File: config.mk
export PLATFORM = sky130hd
export DESIGN_NAME = mux4_arbiter
export DESIGN_NICKNAME = d
export VERILOG_FILES = /design/src/rtl/mux4_arbiter.sv
export SDC_FILE = /design/constraint.sdc
export NUM_CORES = 1
export LEC_CHECK = 0
export ABC_AREA = 1
export CORE_MARGIN = 5
export CORE_UTILIZATION = 55
export CTS_BUF_LIST = sky130_fd_sc_hd__clkbuf_4
export CTS_CLUSTER_DIAMETER = 30
export DETAILED_ROUTE_END_ITERATION = 16
export PLACE_DENSITY = 0.78
export RECOVER_POWER = 100
export SETUP_SLACK_MARGIN = 0.1
export SKIP_LAST_GASP = 1
export SLEW_MARGIN = 20
export SYNTH_ARGS = -nofsm -noshare
export SYNTH_HDL_FRONTEND = slang
export SYNTH_SLANG_ARGS = --single-unit
File: constraint.sdc
create_clock -name clk_i -period 4.9 [get_ports clk_i]
set_input_delay 0.98 -clock clk_i [delete_from_list [all_inputs] [get_ports clk_i]]
set_output_delay 0.98 -clock clk_i [all_outputs]
set_load 0.1 [all_outputs]
File: src/rtl/mux4_arbiter.sv
// mux4_arbiter: round-robin arbiter that owns the select lines of a
// 4-to-1 mux. Requester i drives mux data input i. A grant is held for
// at most HOLD_MAX cycles and is followed by a one-cycle guard gap. The
// requester that has just released becomes the lowest priority.
//
// Ports:
//   clk_i    : sole clock, rising edge
//   rst_i    : asynchronous active-high reset
//   req_i    : request vector, req_i[i] held high while requester i wants the channel
//   gnt_o    : registered one-hot grant, all zero when no grant is active
//   s1_o     : registered mux select MSB ({s1_o,s0_o} = granted index)
//   s0_o     : registered mux select LSB
//   valid_o  : high exactly when gnt_o is non-zero
//
// State | meaning
// IDLE  | no grant, no requests seen at the last edge
// GRANT | gnt_o/valid_o asserted for index sel_q
// GAP   | one-cycle guard after a release; arbitrates at its closing edge
module mux4_arbiter #(
   parameter int HOLD_MAX = 4,
   parameter int CNT_W    = 8
) (
   input  logic       clk_i,
   input  logic       rst_i,
   input  logic [3:0] req_i,
   output logic [3:0] gnt_o,
   output logic       s1_o,
   output logic       s0_o,
   output logic       valid_o
);

   typedef enum logic [1:0] {
      ST_IDLE  = 2'd0,
      ST_GRANT = 2'd1,
      ST_GAP   = 2'd2
   } state_t;

   localparam logic [CNT_W-1:0] HOLD_C = CNT_W'(HOLD_MAX);

   state_t           state_q, state_d;
   logic [1:0]       sel_q, sel_d;
   logic [1:0]       last_q, last_d;
   logic [CNT_W-1:0] cnt_q, cnt_d;
   logic [3:0]       gnt_q, gnt_d;
   logic             valid_q, valid_d;

   logic             win_found;
   logic [1:0]       win_idx;

   // Scan starts one past base and wraps; the loop runs from the farthest
   // offset down so the nearest set bit is the last one written.
   function automatic logic [2:0] arbitrate(input logic [3:0] req, input logic [1:0] base);
      logic [1:0] idx;
      arbitrate = 3'b000;
      for (int k = 4; k >= 1; k--) begin
         idx = base + 2'(k);
         if (req[idx]) arbitrate = {1'b1, idx};
      end
   endfunction

   always_comb begin
      {win_found, win_idx} = arbitrate(req_i, last_q);
   end

   always_comb begin
      state_d = state_q;
      sel_d   = sel_q;
      last_d  = last_q;
      cnt_d   = cnt_q;
      gnt_d   = gnt_q;
      valid_d = valid_q;
      unique case (state_q)
         ST_GRANT: begin
            if (!req_i[sel_q] || cnt_q == HOLD_C) begin
               state_d = ST_GAP;
               gnt_d   = 4'b0000;
               valid_d = 1'b0;
               last_d  = sel_q;
               cnt_d   = '0;
            end else begin
               cnt_d = cnt_q + CNT_W'(1);
            end
         end
         ST_IDLE, ST_GAP: begin
            if (win_found) begin
               state_d = ST_GRANT;
               sel_d   = win_idx;
               gnt_d   = 4'b0001 << win_idx;
               valid_d = 1'b1;
               cnt_d   = CNT_W'(1);
            end else begin
               state_d = ST_IDLE;
               gnt_d   = 4'b0000;
               valid_d = 1'b0;
            end
         end
         default: begin
            state_d = ST_IDLE;
            gnt_d   = 4'b0000;
            valid_d = 1'b0;
         end
      endcase
   end

   always_ff @(posedge clk_i or posedge rst_i) begin
      if (rst_i) begin
         state_q <= ST_IDLE;
         sel_q   <= 2'd0;
         last_q  <= 2'd3;
         cnt_q   <= '0;
         gnt_q   <= 4'b0000;
         valid_q <= 1'b0;
      end else begin
         state_q <= state_d;
         sel_q   <= sel_d;
         last_q  <= last_d;
         cnt_q   <= cnt_d;
         gnt_q   <= gnt_d;
         valid_q <= valid_d;
      end
   end

   assign gnt_o   = gnt_q;
   assign valid_o = valid_q;
   assign s1_o    = sel_q[1];
   assign s0_o    = sel_q[0];

endmodule

==> metrics <==
asr flop ratio synth=1.00; die area=3340 um^2; First-pass DRT Iterations=5; via-per-instance ratio=5.14; GRT overflow=0; Critical R2R Launch=last_q[0]; DRT antenna net count=0; vias=1116; Post-CTS Setup Inserts=0; cts repair resizes=0; worst-path cell chain=dlygate4sd3_1; RSZ-0062 raised after global routing=false; CP Capture Type=output pin; die boundary width=57.8 um; syn nets=183; fin. max-slew vios=0; num ports=13; DR top layer=met4; Pint=0.000394 W; Post-synth EDFFs=0; CP Buf/Inv Count=1; Critical Path Source=sel_q[0]; total global routing track utilization=0.177; P_sw=0.000523 W; Final Setup Violations=0; Pleak=0.750 nW; worst-path maximum fanout=4; H-tree depth=1; slew at the pin with the worst max-slew slack=0.991 ns; delay-heaviest family, CP=buffers and inverters; largest net degree at the start of global routing=20; gpl congestion=0.830; synth warn=0; Crit path depth=1; clock tree from TritonCTS=yes; Synth cell types=21; clock buffer count from CTS=3; # Max-Cap Violations=0; total wire length=2.54 mm; fill count=207; final-stage net count=198; Tmin final=2.90 ns; global-route wire length before repair=4.64 mm; Multi-input gate area=607 um^2; Clock Power Share=0.092; Synth top area share=0.339; CP max stage delay=1.22 ns; Critical R2R Capture=cnt_q[3]; Rel. slew slack=0.337; CTS Hold Bufs=0; WL met3=146 um; post-DP HPWL=1.99 mm; P per Cell Area=661 nW/um^2; register area=478 um^2; CP Class=flop to output pin; starting DRC count in detailed routing=31; status=completed; Final Skew=0.00675 ns; Yosys top cell by area=dfrtp_1; leading register cell type out of synthesis=dfrtp_1; initial antenna violation count=0; Synth area leaders=dfrtp_1 34%, nand2_1 16%, nand2_2 9.0%; register-to-register path setup slack=2.86 ns; Syn Inst Count=175; Initial Utilization=0.573; # rows=17; HP Class=flop to flop; R2R depth=10; met2 wire length=1.21 mm; proportion of layout cells with a drive suffix above 1=0.164; Reg clk slew, reported paths=0.10 ns; Clock Tree Root=clkbuf_4; vias in the first global route=1109; Switching Share=0.570; most common cell in the synthesized netlist=nand2_1; synth-to-layout area growth=10.6%; TNS Setup=0 ns; post-DR wirelength/cell=11.7 um; period utilisation layout=0.592; Seq pwr share=0.272; Critical Path AT=1.92 ns; Gate power share=0.635; Seq/Total Area, Yosys=0.381; total power=0.000917 W; ant diodes=0; PortBufs=12; DIE HEIGHT=57.8 um; post-synthesis register bit count=19; CP max stage cell=dlygate4sd3_1; final hold vios=0; synthesized area=1250 um^2; fmax=345 MHz; Commonest cells post-synth=52 x nand2_1, 26 x inv_1, 18 x nand2_2; Residual DRC=0; CTS Sinks=19; Placeable Area=2190 um^2; Max VDD drop=0.000465 V; clk buf depth=2; critical path endpoint=s0_o; Met1 Wirelength=1.13 mm; startpoint type of the worst setup path=flop; Required @ worst endpoint=3.92 ns; clock latency at the later pin of the worst-skew pair=0.31 ns; Syn Area/Cell=7.17 um^2
==> worst min-delay path by stage <==
stage	start	to	cells after the start
after detailed placement	gnt_o[2]	gnt_o[2]	2
after CTS	gnt_o[2]	gnt_o[2]	2
after global placement	gnt_o[1]	gnt_o[1]	2
after floorplan	cnt_q[6]	cnt_q[6]	2
final	gnt_o[2]	gnt_o[2]	2
after global routing	gnt_o[2]	gnt_o[2]	2
==> cell usage in the layout (no fill, tap or decap), types with 3 or more instances in the layout <==
cell             synthesis  final
clkbuf_4                 0      4
inv_2                    3      3
clkdlybuf4s50_1          0      3
o21ai_0                  8     12
nor3_1                   5      5
nor2_1                   9      9
inv_1                   26     26
nand2_2                 18     18
dfrtp_1                 17     17
dlygate4sd3_1            0      9
nand2_1                 52     54
nand3_1                 13     13
==> per-layer routing <==
layer / track usage / vias up
li1: - / 566
met1: 0.222 / 507
met2: 0.302 / 38
met3: 0.0200 / 5
met4: 0.0861 / 0
met5: 0 / -
==> flip-flops by register name (all words and copies together), names as in the netlist <==
| signal | count |
|---|---|
| state_q | 2 |
| sel_q | 2 |
| valid_o | 1 |
| gnt_o | 4 |
| cnt_q | 8 |
| last_q | 2 |
==> per-stage QoR <==
stage               instances  setup WS (ns)  utilization  hold slack, ns  instance area (um^2)
detailed placement        213           2.39        0.633           0.467                  1390
global route              217           1.96        0.633           0.519                  1390
finish                    217           2.00        0.633           0.494                  1390
floorplan                 175           3.00            -           0.501                  1250
CTS                       217           2.06        0.647           0.504                  1420
global placement          213           2.42        0.633           0.469                  1390
==> cells by family (layout without fill, tap and decap cells) <==
| logic type | Yosys count | after routing | synth area share |
|---|---|---|---|
| XOR/XNOR | 3 | 3 | 0.0209 |
| adder cells (fa/ha/maj) | 2 | 2 | 0.0199 |
| flip-flops | 19 | 19 | 0.381 |
| AO/OA/AOI/OAI | 16 | 16 | 0.0818 |
| AND/OR/NAND/NOR | 103 | 103 | 0.385 |
| buffers and inverters | 32 | 46 | 0.112 |
==> layout make-up <==
type | count | share of cell area
Timing Repair Buffer | 12 | 0.0866
Sequential cell | 19 | 0.344
Inverter | 30 | 0.0848
Multi-Input combinational cell | 124 | 0.437
Clock buffer | 4 | 0.0216
Tap cell | 28 | 0.0252
==> power by group through the flow <==
stage,sequential [W],clock (W),combinational [W]
after floorplan,0.000382,0,0.000370
after global routing,0.000258,0.0000938,0.000652
final,0.000250,0.0000845,0.000583
after global placement,0.000252,0,0.000597
after detailed placement,0.000254,0,0.000613
after CTS,0.000251,0.0000866,0.000616
Note: power is estimated with default switching activity, not from simulation.
